**src/rtl/width_conv_pkg.sv**
```systemverilog
// Shared definitions for the clka->clkb serial width-conversion path.
// The serializer, the downstream converter and their benches all import this package.
package width_conv_pkg;

  typedef enum logic [1:0] {
    StIdle  = 2'd0,
    StShift = 2'd1,
    StGap   = 2'd2
  } state_e;

  localparam int unsigned DefaultGapCycles = 4;

endpackage

```
**src/rtl/bit_serializer_if.sv**
```systemverilog
// Word handshake plus serial strobe/data bundle of the bit serializer.
// The master modport is the upstream word source; the slave modport is the serializer.
interface bit_serializer_if #(
  parameter int unsigned DATA_W = 8
);

  logic [DATA_W-1:0] s_data;
  logic              s_valid;
  logic              s_ready;
  logic              wra_n;
  logic              da;
  logic              busy;
  logic              frame_done;

  modport master (
    output s_data, s_valid,
    input  s_ready, wra_n, da, busy, frame_done
  );

  modport slave (
    input  s_data, s_valid,
    output s_ready, wra_n, da, busy, frame_done
  );

endinterface

```
**src/rtl/bit_serializer.sv**
```systemverilog
// Parallel-to-serial stage: one-word hold buffer feeding an MSB-first shifter that drives
// an active-low strobe per word, followed by a fixed high gap for the downstream clkb sync.
module bit_serializer
  import width_conv_pkg::*;
#(
  parameter int unsigned DATA_W     = 8,
  parameter int unsigned GAP_CYCLES = DefaultGapCycles
) (
  input  logic             clka,
  input  logic             rst,
  bit_serializer_if.slave  bus
);

  localparam int unsigned BitW = $clog2(DATA_W + 1);
  localparam int unsigned GapW = $clog2(GAP_CYCLES + 1);
  localparam logic [BitW-1:0] BitLast = BitW'(DATA_W - 1);
  localparam logic [GapW-1:0] GapLast = GapW'(GAP_CYCLES - 1);

  logic [DATA_W-1:0] r_hold;
  logic              r_hold_vld;
  logic [DATA_W-1:0] r_shift;
  logic [BitW-1:0]   r_bit_cnt;
  logic [GapW-1:0]   r_gap_cnt;
  state_e            r_state;
  logic              r_wra_n;
  logic              r_da;
  logic              r_frame_done;

  logic w_accept;
  logic w_load;

  assign w_accept = bus.s_valid & ~r_hold_vld;
  // The shifter takes the held word from IDLE, or straight from the last gap cycle.
  assign w_load   = r_hold_vld &
                    ((r_state == StIdle) || ((r_state == StGap) && (r_gap_cnt == GapLast)));

  always_ff @(posedge clka) begin
    if (rst) begin
      r_hold     <= '0;
      r_hold_vld <= 1'b0;
    end else if (w_accept) begin
      r_hold     <= bus.s_data;
      r_hold_vld <= 1'b1;
    end else if (w_load) begin
      r_hold_vld <= 1'b0;
    end
  end

  always_ff @(posedge clka) begin
    if (rst) begin
      r_state      <= StIdle;
      r_shift      <= '0;
      r_bit_cnt    <= '0;
      r_gap_cnt    <= '0;
      r_wra_n      <= 1'b1;
      r_da         <= 1'b0;
      r_frame_done <= 1'b0;
    end else begin
      r_frame_done <= 1'b0;
      unique case (r_state)
        StIdle: begin
          r_wra_n <= 1'b1;
          r_da    <= 1'b0;
          if (w_load) begin
            r_shift   <= r_hold;
            r_bit_cnt <= '0;
            r_state   <= StShift;
          end
        end
        StShift: begin
          r_wra_n <= 1'b0;
          r_da    <= r_shift[DATA_W-1];
          r_shift <= {r_shift[DATA_W-2:0], 1'b0};
          if (r_bit_cnt == BitLast) begin
            r_gap_cnt <= '0;
            r_state   <= StGap;
          end else begin
            r_bit_cnt <= r_bit_cnt + BitW'(1);
          end
        end
        StGap: begin
          r_wra_n      <= 1'b1;
          r_da         <= 1'b0;
          r_frame_done <= (r_gap_cnt == '0);
          if (r_gap_cnt == GapLast) begin
            if (w_load) begin
              r_shift   <= r_hold;
              r_bit_cnt <= '0;
              r_state   <= StShift;
            end else begin
              r_state <= StIdle;
            end
          end else begin
            r_gap_cnt <= r_gap_cnt + GapW'(1);
          end
        end
        default: r_state <= StIdle;
      endcase
    end
  end

  assign bus.s_ready    = ~r_hold_vld;
  assign bus.wra_n      = r_wra_n;
  assign bus.da         = r_da;
  assign bus.frame_done = r_frame_done;
  assign bus.busy       = (r_state != StIdle) | r_hold_vld;

endmodule

```
**src/flat_wrapper.sv**
```systemverilog
// flat-port wrapper written by rule: the top's interface ports become plain ports
module bit_serializer_flat import width_conv_pkg::*;
#(
  parameter int unsigned DATA_W     = 8,
  parameter int unsigned GAP_CYCLES = DefaultGapCycles
)
  (clka, rst, bus_s_data, bus_s_valid, bus_s_ready, bus_wra_n, bus_da, bus_busy, bus_frame_done);
  bit_serializer_if #(.DATA_W(DATA_W)) bus_i ();
  input  logic clka;
  input  logic rst;
  input wire logic [$bits(bus_i.s_data)-1:0] bus_s_data;
  input wire logic [$bits(bus_i.s_valid)-1:0] bus_s_valid;
  output wire logic [$bits(bus_i.s_ready)-1:0] bus_s_ready;
  output wire logic [$bits(bus_i.wra_n)-1:0] bus_wra_n;
  output wire logic [$bits(bus_i.da)-1:0] bus_da;
  output wire logic [$bits(bus_i.busy)-1:0] bus_busy;
  output wire logic [$bits(bus_i.frame_done)-1:0] bus_frame_done;
  assign bus_i.s_data = bus_s_data;
  assign bus_i.s_valid = bus_s_valid;
  assign bus_s_ready = bus_i.s_ready;
  assign bus_wra_n = bus_i.wra_n;
  assign bus_da = bus_i.da;
  assign bus_busy = bus_i.busy;
  assign bus_frame_done = bus_i.frame_done;
  bit_serializer #(.DATA_W(DATA_W), .GAP_CYCLES(GAP_CYCLES)) u_core (.clka(clka), .rst(rst), .bus(bus_i));
endmodule
```
**config.mk**
```make
export PLATFORM = sky130hd
export DESIGN_NAME = bit_serializer_flat
export DESIGN_NICKNAME = d
export VERILOG_FILES = /design/src/rtl/width_conv_pkg.sv /design/src/rtl/bit_serializer_if.sv /design/src/rtl/bit_serializer.sv /design/src/flat_wrapper.sv
export SDC_FILE = /design/constraint.sdc
export NUM_CORES = 1
export LEC_CHECK = 0
export ABC_CLOCK_PERIOD_IN_PS = 1740
export BUFFER_PORTS_ARGS = -buffer_cell sky130_fd_sc_hd__clkbuf_2
export CORE_AREA = 10 10 60 62
export DETAILED_ROUTE_END_ITERATION = 16
export DIE_AREA = 0 0 70 72
export PLACE_DENSITY = 0.74
export SYNTH_ARGS = -nofsm -noshare
export SYNTH_HDL_FRONTEND = slang
export SYNTH_SLANG_ARGS = --single-unit
export TNS_END_PERCENT = 30
```
**constraint.sdc**
```tcl
create_clock -name clka -period 1.74 [get_ports clka]
set_input_delay 0.522 -clock clka [delete_from_list [all_inputs] [get_ports clka]]
set_output_delay 0.522 -clock clka [all_outputs]
set_load 0.03 [all_outputs]
```
==> results.txt <==
Storage cell area - 585.6 um2
Rows - 18
Hold Startpoint - bus_s_data[4]
placed inst area - 1379 um2
number of antenna violations at the first check in global routing - 0
Primary FF master, synth - dfxtp_1
run status - completed
Total Neg Setup Slack - 0 ns
vias - 1035
Final Skew - 0.004283 ns
worst reg2reg endpoint - u_core.r_bit_cnt[2]$_SDFFE_PP0P_
DIE AREA - 5040 um2
Buffers on Ports - 15
Die X - 70 um
number of global-route vias before repair - 1036
global-route wire length before repair - 4.381 mm
Clk Latency, worst-skew pair - 0.32 ns
CTS max path bufs - 2
Worst slew margin - 73.43%
placed cells - 180
design area - 1503 um2
Final Wtd Congestion - 0.7684
Yosys cell types - 32
internal power - 0.001042 W
cell depth of the worst flop-to-flop path - 6
worst-path fanout max - 10
Switching Fraction - 26.82%
worst path arrival time - 1.19 ns
Hold Crit Class - input port to flop
RR Startpoint - u_core.r_gap_cnt[0]$_SDFFE_PP0P_
CTS tree - done
Antenna Cells - 0
Hold Fails Final Rpt - 0
f_max - 585.6 MHz
largest area contributor in the netlist - dfxtp_1
Yosys top cell area share - 44.79%
flop2flop setup slack - 0.09 ns
Post-Syn Instances - 140
Root Buffer - clkbuf_4
initial core utilization - 53.29%
final worst path period share - 98.14%
routed length per placed instance - 13.04 um
post-synthesis sequential area ratio - 44.79%
#FFs+latches synth - 29
synthesized area - 1296 um2
YS warnings - 0
layout net count - 176
Least-Margin Pin Slew - 0.3985 ns
layout cells sized above 1 - 25.31%
crit end category - primary output
Area Overhead vs Synth - 15.93%
hpwl dp - 1.761 mm
ANT nets after route - 0
CTS clock-pin slew for the worst setup and hold paths - 0.09 ns
Boundary Pins - 16
H-tree depth - 2
CP Data Required Time - 1.22 ns
Sw Pwr - 0.0003820 W
Initial DRC Count - 71
All-Layer GR Usage - 10.22%
Lkg Pwr - 0.6127 nW
CTS buffer count - 5
power share of the clock group - 32.9%
Hold Crit Endpoint - u_core.r_hold[4]$_SDFFE_PP0P_
sequential share of power - 51.7%
clk sinks - 29
core area - 2432 um2
Max Cap Viol - 0
Period minus WS final - 1.708 ns
chip height - 72 um
largest net degree at the start of global routing - 20
Routed Wire Length - 2.504 mm
Pins Over Slew Limit - 0
CP Launch Type - flop
Comb power frac - 15.5%
Post-route DRC - 0
number of synthesized flops with an enable pin - 0
Non-Filler Instances - 192
routed vias/inst - 5.391
area of the multi-input gates - 656.9 um2
maximum vdd drop - 678.4 uV
Synth area leaders - dfxtp_1 (45%), nor2_1 (7.8%), mux2i_1 (7.7%)
Syn Area/Cell - 9.259 um2
final setup violation count - 0
Post-Syn Nets - 155
power density over the cells - 947.8 nW/um2
grt total ovfl - 0
hold path depth - 3
drt pass-1 iters - 6
fillers - 209
Async S/R FF share, synth - 0%
kind of critical path - flop to primary output
registers in the layout, summed over array words and instances, names as in the netlist:
signal	flops
u_core.r_gap_cnt	3
u_core.bus.frame_done	1
u_core.r_hold	8
u_core.bus.wra_n	1
u_core.r_shift	8
u_core.r_state	2
u_core.bus.da	1
u_core.r_hold_vld	1
u_core.r_bit_cnt	4
Yosys cell counts (2+ instances only):
library cell / count
nor2b_1: 3
buf_6: 3
or3_1: 4
o21ai_0: 2
nand2b_1: 3
a32oi_1: 2
ha_1: 4
mux2i_1: 10
nand2_1: 15
a22oi_1: 2
nor2_1: 27
clkbuf_1: 3
nor3b_1: 2
a311oi_2: 2
dfxtp_1: 29
xor2_1: 2
a311oi_1: 5
buf_2: 3
a21oi_1: 3
inv_1: 4
worst max-delay path: stages (launching register included):
cell	delay [ns]
dfxtp_4	0.39
or3_4	0.33
buf_6	0.14
worst max path at each step:
stage                                           from                                to  slack [ns]  depth (start not counted)
global placement    u_core.r_gap_cnt[0]$_SDFFE_PP0P_  u_core.r_bit_cnt[2]$_SDFFE_PP0P_        0.16                          6
floorplan           u_core.r_gap_cnt[0]$_SDFFE_PP0P_  u_core.r_bit_cnt[2]$_SDFFE_PP0P_        0.21                          6
finish                u_core.r_state[0]$_SDFFE_PP0P_                          bus_busy        0.03                          2
detailed placement  u_core.r_gap_cnt[0]$_SDFFE_PP0P_  u_core.r_bit_cnt[2]$_SDFFE_PP0P_        0.07                          6
CTS                   u_core.r_hold_vld$_SDFFE_PP0P_                          bus_busy       0.003                          2
global route          u_core.r_state[0]$_SDFFE_PP0P_                          bus_busy      -0.004                          2
metal layers:
layer | vias up | global-route usage (%) | share of wire [%]
met5 | - | 0 | 0
met1 | 479 | 11.72 | 47
met4 | 0 | 4.167 | 1.4
met3 | 5 | 3.946 | 4.8
li1 | 522 | - | -
met2 | 29 | 16.72 | 47
layout by cell type, fill, tap and decap left out, drive strengths merged:
cell type  instances
clkbuf            21
and2               1
dfxtp             29
mux2i             10
inv                5
nor2b              3
a21oi              3
nor2              27
nand2             15
o21ai              2
a22oi              4
xor2               2
clkinv             1
nand2b             4
buf                8
a31oi              1
nand3              1
nor3b              2
a211o              1
a32oi              2
and4               1
a311oi             7
ha                 4
or3                4
xnor2              1
and3b              1
nor3               2
power groups by stage:
stage | Sequential, W | Combinational (W) | Clock [W]
after floorplan | 0.000742 | 0.000163 | 0
after global placement | 0.000748 | 0.000187 | 0
after detailed placement | 0.000750 | 0.000193 | 0
after CTS | 0.000735 | 0.000195 | 0.000480
after global routing | 0.000741 | 0.000251 | 0.000509
final | 0.000736 | 0.000220 | 0.000468
per-stage QoR:
stage / util (%) / hold WS, ns / setup slack, ns / total power, W
5_1_grt: 61.78 / 0.4407 / -0.004206 / 0.001502
6_report: 61.78 / 0.4293 / 0.03235 / 0.001424
3_5_place_dp: 56.69 / 0.4537 / 0.06705 / 0.0009424
2_1_floorplan: - / 0.4529 / 0.2066 / 0.0009045
3_3_place_gp: 56.69 / 0.4445 / 0.1568 / 0.0009349
4_1_cts: 59.72 / 0.4251 / 0.002830 / 0.001410
area by class of cell:
class / instances / area share (%)
clock buffer: 7 / 4.330
clock inverter: 1 / 0.3331
inverter: 5 / 1.249
multi-input combinational: 98 / 43.71
sequential: 29 / 38.97
tap: 30 / 2.498
timing repair buffer: 22 / 8.909
cells by family after synthesis:
logic type	synth area share (%)
fa+ha+maj	3.861
flops	44.79
xor+xnor	2.027
compound gates	12.93
buf+inv	6.080
simple gates	22.59
mux	7.722
timing repair:
action	CTS	global route
gates cloned	0	1
setup buffers	0	3
pin swaps	0	1
endpoints found under the setup margin	1	11
resized for setup	2	6
hold buffers	0	0
No activity file was read; power rests on OpenSTA's default activity.
